### src/rtl/bitlet_operand_packer_if.sv
// rtl/bitlet_operand_packer_if.sv - pair-stream input and calculator-side vector bus for the operand packer
//
// Purpose: bundles the upstream (weight, activation) handshake, the per-product
// configuration and the calculator-facing vector outputs.
// Ports (master = upstream source / calculator side, slave = packer):
//   in_vld, in_w, in_a, in_last  pair stream into the packer
//   in_rdy                       packer can accept a pair
//   cfg_prune, cfg_gap           prune setting and post-issue idle gap
//   N_calculate, prune, flush,
//   Wabs_vld, Wabs_vec, Afix_vec calculator inputs driven by the packer
interface bitlet_operand_packer_if #(
    parameter int N_TOTAL   = 64,
    parameter int WID_ABS   = 8,
    parameter int WID_FIX   = 16,
    parameter int MAX_QUANT = 4
);
    logic                          in_vld;
    logic                          in_rdy;
    logic [WID_ABS:0]              in_w;
    logic [WID_FIX-1:0]            in_a;
    logic                          in_last;
    logic [MAX_QUANT-1:0]          cfg_prune;
    logic [7:0]                    cfg_gap;
    logic [$clog2(N_TOTAL)-1:0]    N_calculate;
    logic [MAX_QUANT-1:0]          prune;
    logic                          flush;
    logic                          Wabs_vld;
    logic [N_TOTAL*WID_ABS-1:0]    Wabs_vec;
    logic [N_TOTAL*WID_FIX-1:0]    Afix_vec;

    modport master (
        output in_vld, in_w, in_a, in_last, cfg_prune, cfg_gap,
        input  in_rdy, N_calculate, prune, flush, Wabs_vld, Wabs_vec, Afix_vec
    );

    modport slave (
        input  in_vld, in_w, in_a, in_last, cfg_prune, cfg_gap,
        output in_rdy, N_calculate, prune, flush, Wabs_vld, Wabs_vec, Afix_vec
    );
endinterface

### src/rtl/bitlet_operand_packer.sv
// rtl/bitlet_operand_packer.sv - sign-folding lane packer feeding the Bitlet calculator
//
// Purpose: accepts signed (weight, activation) pairs, folds the weight sign into
// the activation, packs N_TOTAL lanes per vector, issues each vector with a
// one-cycle Wabs_vld pulse and closes each dot product with a one-cycle flush.
// Ports:
//   clk    rising-edge clock
//   rst_n  asynchronous active-low reset
//   bus    slave side of bitlet_operand_packer_if (pair stream in, vectors out)
module bitlet_operand_packer #(
    parameter int N_TOTAL   = 64,
    parameter int WID_ABS   = 8,
    parameter int WID_FIX   = 16,
    parameter int MAX_QUANT = 4
) (
    input  logic                      clk,
    input  logic                      rst_n,
    bitlet_operand_packer_if.slave    bus
);
    localparam int PW = $clog2(N_TOTAL);

    typedef enum logic [1:0] {FILL, ISSUE, FLUSH, WAIT} state_t;

    state_t                     state_q, state_d;
    logic [WID_ABS-1:0]         wbuf_q [N_TOTAL];
    logic [WID_ABS-1:0]         wbuf_d [N_TOTAL];
    logic [WID_FIX-1:0]         abuf_q [N_TOTAL];
    logic [WID_FIX-1:0]         abuf_d [N_TOTAL];
    logic [PW-1:0]              ptr_q, ptr_d;
    logic                       last_q, last_d;
    logic [7:0]                 gap_q, gap_d;
    logic                       first_q, first_d;
    logic [MAX_QUANT-1:0]       prune_q, prune_d;
    logic                       vld_q, vld_d;
    logic                       flush_q, flush_d;
    logic [PW-1:0]              ncalc_q, ncalc_d;
    logic [N_TOTAL*WID_ABS-1:0] wvec_q, wvec_d;
    logic [N_TOTAL*WID_FIX-1:0] avec_q, avec_d;

    // Sign fold of the incoming beat
    logic                 w_neg;
    logic [WID_ABS:0]     w_mag;
    logic [WID_ABS-1:0]   wabs;
    logic                 a_is_min;
    logic [WID_FIX-1:0]   afix;
    logic                 accept;
    logic                 close;

    assign w_neg = bus.in_w[WID_ABS];
    assign w_mag = w_neg ? (~bus.in_w + 1'b1) : bus.in_w;
    // Only -2^WID_ABS leaves the top bit set after negation; clamp it.
    assign wabs  = w_mag[WID_ABS] ? {WID_ABS{1'b1}} : w_mag[WID_ABS-1:0];

    assign a_is_min = (bus.in_a == {1'b1, {(WID_FIX-1){1'b0}}});
    assign afix     = !w_neg   ? bus.in_a :
                      a_is_min ? {1'b0, {(WID_FIX-1){1'b1}}} :
                                 (~bus.in_a + 1'b1);

    assign accept = bus.in_vld && (state_q == FILL);
    assign close  = accept && ((ptr_q == PW'(N_TOTAL-1)) || bus.in_last);

    always_comb begin
        state_d = state_q;
        wbuf_d  = wbuf_q;
        abuf_d  = abuf_q;
        ptr_d   = ptr_q;
        last_d  = last_q;
        gap_d   = gap_q;
        first_d = first_q;
        prune_d = prune_q;
        vld_d   = 1'b0;
        flush_d = 1'b0;
        ncalc_d = '0;
        wvec_d  = '0;
        avec_d  = '0;

        case (state_q)
            FILL: begin
                if (accept) begin
                    wbuf_d[ptr_q] = wabs;
                    abuf_d[ptr_q] = afix;
                    ptr_d         = ptr_q + PW'(1);
                    if (first_q) begin
                        prune_d = bus.cfg_prune;
                        first_d = 1'b0;
                    end
                end
                if (close) begin
                    state_d = ISSUE;
                    last_d  = bus.in_last;
                    vld_d   = 1'b1;
                    // Pointer before increment equals valid lanes minus one.
                    ncalc_d = ptr_q;
                    for (int i = 0; i < N_TOTAL; i++) begin
                        wvec_d[i*WID_ABS +: WID_ABS] = wbuf_d[i];
                        avec_d[i*WID_FIX +: WID_FIX] = abuf_d[i];
                    end
                end
            end
            ISSUE: begin
                for (int i = 0; i < N_TOTAL; i++) begin
                    wbuf_d[i] = '0;
                    abuf_d[i] = '0;
                end
                ptr_d = '0;
                gap_d = bus.cfg_gap;
                if (last_q) begin
                    state_d = FLUSH;
                    flush_d = 1'b1;
                end else if (bus.cfg_gap != 8'd0) begin
                    state_d = WAIT;
                end else begin
                    state_d = FILL;
                end
            end
            FLUSH: begin
                // Next accepted beat opens a new dot product and relatches prune.
                first_d = 1'b1;
                state_d = (gap_q != 8'd0) ? WAIT : FILL;
            end
            WAIT: begin
                if (gap_q <= 8'd1) begin
                    state_d = FILL;
                end else begin
                    gap_d = gap_q - 8'd1;
                end
            end
            default: state_d = FILL;
        endcase
    end

    always_ff @(posedge clk or negedge rst_n) begin
        if (!rst_n) begin
            state_q <= FILL;
            for (int i = 0; i < N_TOTAL; i++) begin
                wbuf_q[i] <= '0;
                abuf_q[i] <= '0;
            end
            ptr_q   <= '0;
            last_q  <= 1'b0;
            gap_q   <= '0;
            first_q <= 1'b1;
            prune_q <= '0;
            vld_q   <= 1'b0;
            flush_q <= 1'b0;
            ncalc_q <= '0;
            wvec_q  <= '0;
            avec_q  <= '0;
        end else begin
            state_q <= state_d;
            wbuf_q  <= wbuf_d;
            abuf_q  <= abuf_d;
            ptr_q   <= ptr_d;
            last_q  <= last_d;
            gap_q   <= gap_d;
            first_q <= first_d;
            prune_q <= prune_d;
            vld_q   <= vld_d;
            flush_q <= flush_d;
            ncalc_q <= ncalc_d;
            wvec_q  <= wvec_d;
            avec_q  <= avec_d;
        end
    end

    assign bus.in_rdy      = (state_q == FILL);
    assign bus.Wabs_vld    = vld_q;
    assign bus.flush       = flush_q;
    assign bus.N_calculate = ncalc_q;
    assign bus.prune       = prune_q;
    assign bus.Wabs_vec    = wvec_q;
    assign bus.Afix_vec    = avec_q;
endmodule

### src/flat_wrapper.sv
// flat-port wrapper written by rule: the top's interface ports become plain ports
module bitlet_operand_packer_flat 
#(
    parameter int N_TOTAL   = 64,
    parameter int WID_ABS   = 8,
    parameter int WID_FIX   = 16,
    parameter int MAX_QUANT = 4
)
  (clk, rst_n, bus_in_vld, bus_in_w, bus_in_a, bus_in_last, bus_cfg_prune, bus_cfg_gap, bus_in_rdy, bus_N_calculate, bus_prune, bus_flush, bus_Wabs_vld, bus_Wabs_vec, bus_Afix_vec);
  bitlet_operand_packer_if #(.N_TOTAL(N_TOTAL), .WID_ABS(WID_ABS), .WID_FIX(WID_FIX), .MAX_QUANT(MAX_QUANT)) bus_i ();
  input  logic clk;
  input  logic rst_n;
  input wire logic [$bits(bus_i.in_vld)-1:0] bus_in_vld;
  input wire logic [$bits(bus_i.in_w)-1:0] bus_in_w;
  input wire logic [$bits(bus_i.in_a)-1:0] bus_in_a;
  input wire logic [$bits(bus_i.in_last)-1:0] bus_in_last;
  input wire logic [$bits(bus_i.cfg_prune)-1:0] bus_cfg_prune;
  input wire logic [$bits(bus_i.cfg_gap)-1:0] bus_cfg_gap;
  output wire logic [$bits(bus_i.in_rdy)-1:0] bus_in_rdy;
  output wire logic [$bits(bus_i.N_calculate)-1:0] bus_N_calculate;
  output wire logic [$bits(bus_i.prune)-1:0] bus_prune;
  output wire logic [$bits(bus_i.flush)-1:0] bus_flush;
  output wire logic [$bits(bus_i.Wabs_vld)-1:0] bus_Wabs_vld;
  output wire logic [$bits(bus_i.Wabs_vec)-1:0] bus_Wabs_vec;
  output wire logic [$bits(bus_i.Afix_vec)-1:0] bus_Afix_vec;
  assign bus_i.in_vld = bus_in_vld;
  assign bus_i.in_w = bus_in_w;
  assign bus_i.in_a = bus_in_a;
  assign bus_i.in_last = bus_in_last;
  assign bus_i.cfg_prune = bus_cfg_prune;
  assign bus_i.cfg_gap = bus_cfg_gap;
  assign bus_in_rdy = bus_i.in_rdy;
  assign bus_N_calculate = bus_i.N_calculate;
  assign bus_prune = bus_i.prune;
  assign bus_flush = bus_i.flush;
  assign bus_Wabs_vld = bus_i.Wabs_vld;
  assign bus_Wabs_vec = bus_i.Wabs_vec;
  assign bus_Afix_vec = bus_i.Afix_vec;
  bitlet_operand_packer #(.N_TOTAL(N_TOTAL), .WID_ABS(WID_ABS), .WID_FIX(WID_FIX), .MAX_QUANT(MAX_QUANT)) u_core (.clk(clk), .rst_n(rst_n), .bus(bus_i));
endmodule
### config.mk
export PLATFORM = sky130hd
export DESIGN_NAME = bitlet_operand_packer_flat
export DESIGN_NICKNAME = d
export VERILOG_FILES = /design/src/rtl/bitlet_operand_packer_if.sv /design/src/rtl/bitlet_operand_packer.sv /design/src/flat_wrapper.sv
export SDC_FILE = /design/constraint.sdc
export NUM_CORES = 2
export LEC_CHECK = 0
export CAP_MARGIN = 15
export CORE_AREA = 2 2 615 617
export CTS_BUF_LIST = sky130_fd_sc_hd__clkbuf_4 sky130_fd_sc_hd__clkbuf_8 sky130_fd_sc_hd__clkbuf_16
export DETAILED_ROUTE_END_ITERATION = 7
export DIE_AREA = 0 0 617 619
export GPL_ROUTABILITY_DRIVEN = 0
export HOLD_SLACK_MARGIN = 0.15
export SYNTH_ARGS = -nofsm -noshare
export SYNTH_HDL_FRONTEND = slang
export SYNTH_SLANG_ARGS = --single-unit
### constraint.sdc
create_clock -name clk -period 7.45 [get_ports clk]
set_clock_uncertainty 0.2 [all_clocks]
set_input_delay 1.49 -clock clk [delete_from_list [all_inputs] [get_ports clk]]
set_output_delay 1.49 -clock clk [all_outputs]
set_load 0.05 [all_outputs]
==> results by group <==
Drt
  – Vias: 93900
  – Initial detailed-routing violation count: 11100
  – DR pass1 iterations: 6
  – Drt via density: 5.27
  – DRC: 0
  – Drt wl/cell: 29.8 um
  – Total wire length: 531000 um
  – Final ANT Viol Nets: 0

Yosys
  – Post-synthesis sequential area ratio: 66.4%
  – Top_reg_cell synth: dfrtp_1
  – Syn_area_per_cell: 10.4 um2
  – Post-synth EDFFs: 0
  – Synth Net Count: 11300
  – Gate Count Post-Synth: 11300
  – Post-synth top area share: 66.4%
  – Asr flop ratio synth: 100%
  – Yosys top cell by area: dfrtp_1
  – Post-Syn Area: 0.117 mm2
  – Yosys warns: 0
  – Top post-synthesis cells by area: dfrtp_1 (66%), nand2_1 (11%), a21oi_1 (4.2%), o21ai_0 (4.0%), clkbuf_1 (2.2%)
  – Synth unique cells: 82
  – Register bit total from synthesis: 3102

Pwr
  – Register share of total power: 46.6%
  – Power share of the clock group: 49.0%
  – Int Pwr: 27.7 mW
  – Power share of the combinational group: 4.4%
  – Pwr Density: 242 mW/mm2
  – Static leakage: 68.4 nW
  – Switch share: 24.2%
  – NetSw: 8.85 mW
  – Peak VDD IR: 0.201 mV

Place
  – DP Area: 0.139 mm2
  – Buffers on Ports: 1589
  – Placed wire-length estimate: 347000 um
  – Pre-CTS setup slack: 1.22 ns

Die
  – Row count: 225
  – Die height: 619 um
  – Die Area: 0.382 mm2
  – Starting density of the core: 31.2%
  – CORE AREA: 0.375 mm2
  – Die X: 617 um
  – Top Ports: 1590

Setup path
  – CP max stage cell: clkdlybuf4s50_1
  – CP Class: flop to primary output
  – CP Capture Type: primary output
  – Setup crit start kind: flop
  – Critical Path Max Stage Delay: 0.89 ns
  – Req. time, crit path: 5.76 ns
  – Bufs and invs on worst path: 2
  – Worst EP arrival: 3.63 ns
  – Worst-path fanout max: 34
  – Top delay family on crit path: buffers and inverters
  – Critical Path, Cell by Cell: or2_2 > inv_2 > clkdlybuf4s50_1

Timing
  – Fin crit period: 5.32 ns
  – Rel. slew slack: 17.7%
  – Final worst-path setup slack: 2.13 ns
  – Worst Tran Pin Value: 1.23 ns
  – Final hold slack: 0.272 ns
  – Setup violators final: 0
  – Final hold violation count: 0
  – Fmax: 188 MHz
  – RSZ-0062 raised after global routing: false
  – Slew Limit Fails: 0
  – Final Cycle Share: 71.4%
  – Setup TNS: 0 ns

GRT
  – Vias in the first global route: 89100
  – Gr usage total: 27.0%
  – Initial antenna violation count: 56
  – Largest net degree at the start of global routing: 177
  – Gr ovfl total: 0
  – First-pass GRT wire length: 728000 um

Layout
  – Filler cells: 35800
  – FF/Latch Area: 0.0776 mm2
  – Area of the multi-input gates: 0.0360 mm2
  – Synthesis-to-finish area growth: 29.4%
  – Final Util: 40.4%
  – Final #Nets: 12600
  – Layout cell share with drive strength beyond 1: 10.2%
  – Final Cell Area: 0.151 mm2

Clock network
  – Clock sinks: 3102
  – CTS HTree Levels: 5
  – Reg clk slew, reported paths: 0.06 ns
  – Post-CTS setup buffers: 0
  – Cts repair resizes: 0
  – Hold buffer count at cts: 0
  – Max Buffers Root-to-Sink: 4
  – Clk Tree Root Cell: clkbuf_16
  – CTS buffer count: 342
  – CTS tree: done
  – Clock latency on the worst-skew pair: 0.94 ns

Min path
  – Hold Crit Class: flop to flop

Outcome
  – Status: completed

Run
  – Max-cap violations: 0
[power by group through the flow]
stage / Clock [mW] / Combinational [mW] / Sequential [mW]
after floorplan: 0 / 0.532 / 17.3
after global placement: 0 / 1.62 / 17.3
after detailed placement: 0 / 1.63 / 17.3
after CTS: 18.1 / 1.63 / 17.0
after global routing: 18.9 / 1.72 / 17.1
final: 17.9 / 1.61 / 17.0
[layer usage]
layer / global-route usage, % / up-vias / share of wire (%)
met5: 0.101 / - / 0.031
met2: 42.3 / 4704 / 46
li1: - / 40100 / -
met1: 34.4 / 48100 / 39
met3: 6.23 / 1001 / 8.1
met4: 15.4 / 20 / 6.4
[Yosys cell counts (3+ instances only)]
master	instances
a211oi_1	259
a211oi_2	133
a21oi_1	971
a22o_1	151
a31oi_1	4
a32o_1	68
and2_1	8
and3_1	10
buf_1	38
buf_2	208
buf_4	16
buf_6	20
clkbuf_1	687
dfrtp_1	3101
ha_1	5
inv_1	17
mux2_2	4
mux2i_1	82
nand2_1	3429
nand2b_1	6
nand3_1	45
nand3b_1	5
nor2_1	554
nor2_2	6
nor3_1	30
nor3_2	32
nor3_4	26
nor3b_1	3
nor4_1	6
nor4_4	6
nor4b_4	4
o211ai_1	3
o21ai_0	937
o21ai_1	202
o221a_2	6
o22ai_1	31
o2bb2ai_1	16
o31ai_1	36
o41ai_1	3
or2_2	4
or3_1	10
or3b_2	4
or4_1	5
xnor2_1	7
xor2_1	5
[flip-flops by register name (all words and copies together) (netlist names)]
register / cells
u_core.bus.Wabs_vec: 512
u_core.abuf_q: 1024
u_core.last_q: 1
u_core.first_q: 1
u_core.bus.Afix_vec: 1024
u_core.state_q: 2
u_core.bus.Wabs_vld: 1
u_core.bus.prune: 4
u_core.ptr_q: 6
u_core.bus.flush: 1
u_core.wbuf_q: 512
u_core.bus.N_calculate: 6
u_core.gap_q: 8
[metrics by stage]
step,cells,total power [mW]
4_1_cts,17800,36.8
3_5_place_dp,17200,19.0
6_report,17800,36.6
2_1_floorplan,11300,17.9
5_1_grt,17800,37.6
3_3_place_gp,17200,19.0
[kinds of logic after synthesis]
kind of cell               after synthesis  share of synthesized area (%)
and+or+nand+nor                       4214                           14.5
adders and majority gates                5                         0.0535
xor gates and xnor gates                12                         0.0899
AOI/OAI and AO/OA                     2842                           14.7
buffers and inverters                  989                           3.58
muxes                                   86                          0.741
DFF                                   3102                           66.4
[final timing paths]
kind,from,end,slack [ns],depth (start not counted)
worst max-delay path,u_core.state_q[0],bus_in_rdy,2.13,3
worst min-delay path,u_core.abuf_q[235],u_core.abuf_q[235],0.27,2
worst max register to register,u_core.state_q[0],u_core.bus.Afix_vec[379],2.67,7
worst min register to register,u_core.abuf_q[235],u_core.abuf_q[235],0.27,2
max in group asynchronous,rst_n,u_core.bus.flush,4.79,3
min in group asynchronous,rst_n,u_core.abuf_q[806],0.32,1
[layout by cell type, fill, tap and decap left out, drive strengths merged, types with 7 or more instances in the layout]
| cell type | instances |
|---|---|
| a211oi | 392 |
| a21oi | 971 |
| a22o | 151 |
| a32o | 68 |
| and2 | 8 |
| and3 | 10 |
| buf | 327 |
| bufinv | 22 |
| clkbuf | 508 |
| clkdlybuf4s50 | 1587 |
| clkinv | 63 |
| dfrtp | 3101 |
| diode | 27 |
| inv | 33 |
| mux2i | 82 |
| nand2 | 3429 |
| nand3 | 45 |
| nor2 | 562 |
| nor3 | 88 |
| nor4 | 13 |
| o21ai | 1141 |
| o22ai | 31 |
| o2bb2ai | 16 |
| o31ai | 36 |
| or3 | 10 |
| xnor2 | 7 |
[cell type report]
type                       instances  share of cell area [%]
multi-input combinational       7159                    23.8
clock buffer                     508                    6.85
sequential                      3102                    51.3
tap                             4994                    4.13
antenna                           27                  0.0446
inverter                          18                  0.0546
clock inverter                   106                    1.04
timing repair buffer            1914                    12.8
[worst register-to-register path, stage by stage (launching register included)]
cell and delay, ns:
dfrtp_4 0.72, or2_2 0.65, nor2_1 0.64, nand2_4 0.62, inv_8 0.74, buf_4 0.76
o21ai_0 0.19, a21oi_1 0.17
Note: power is estimated with default switching activity, not from simulation.
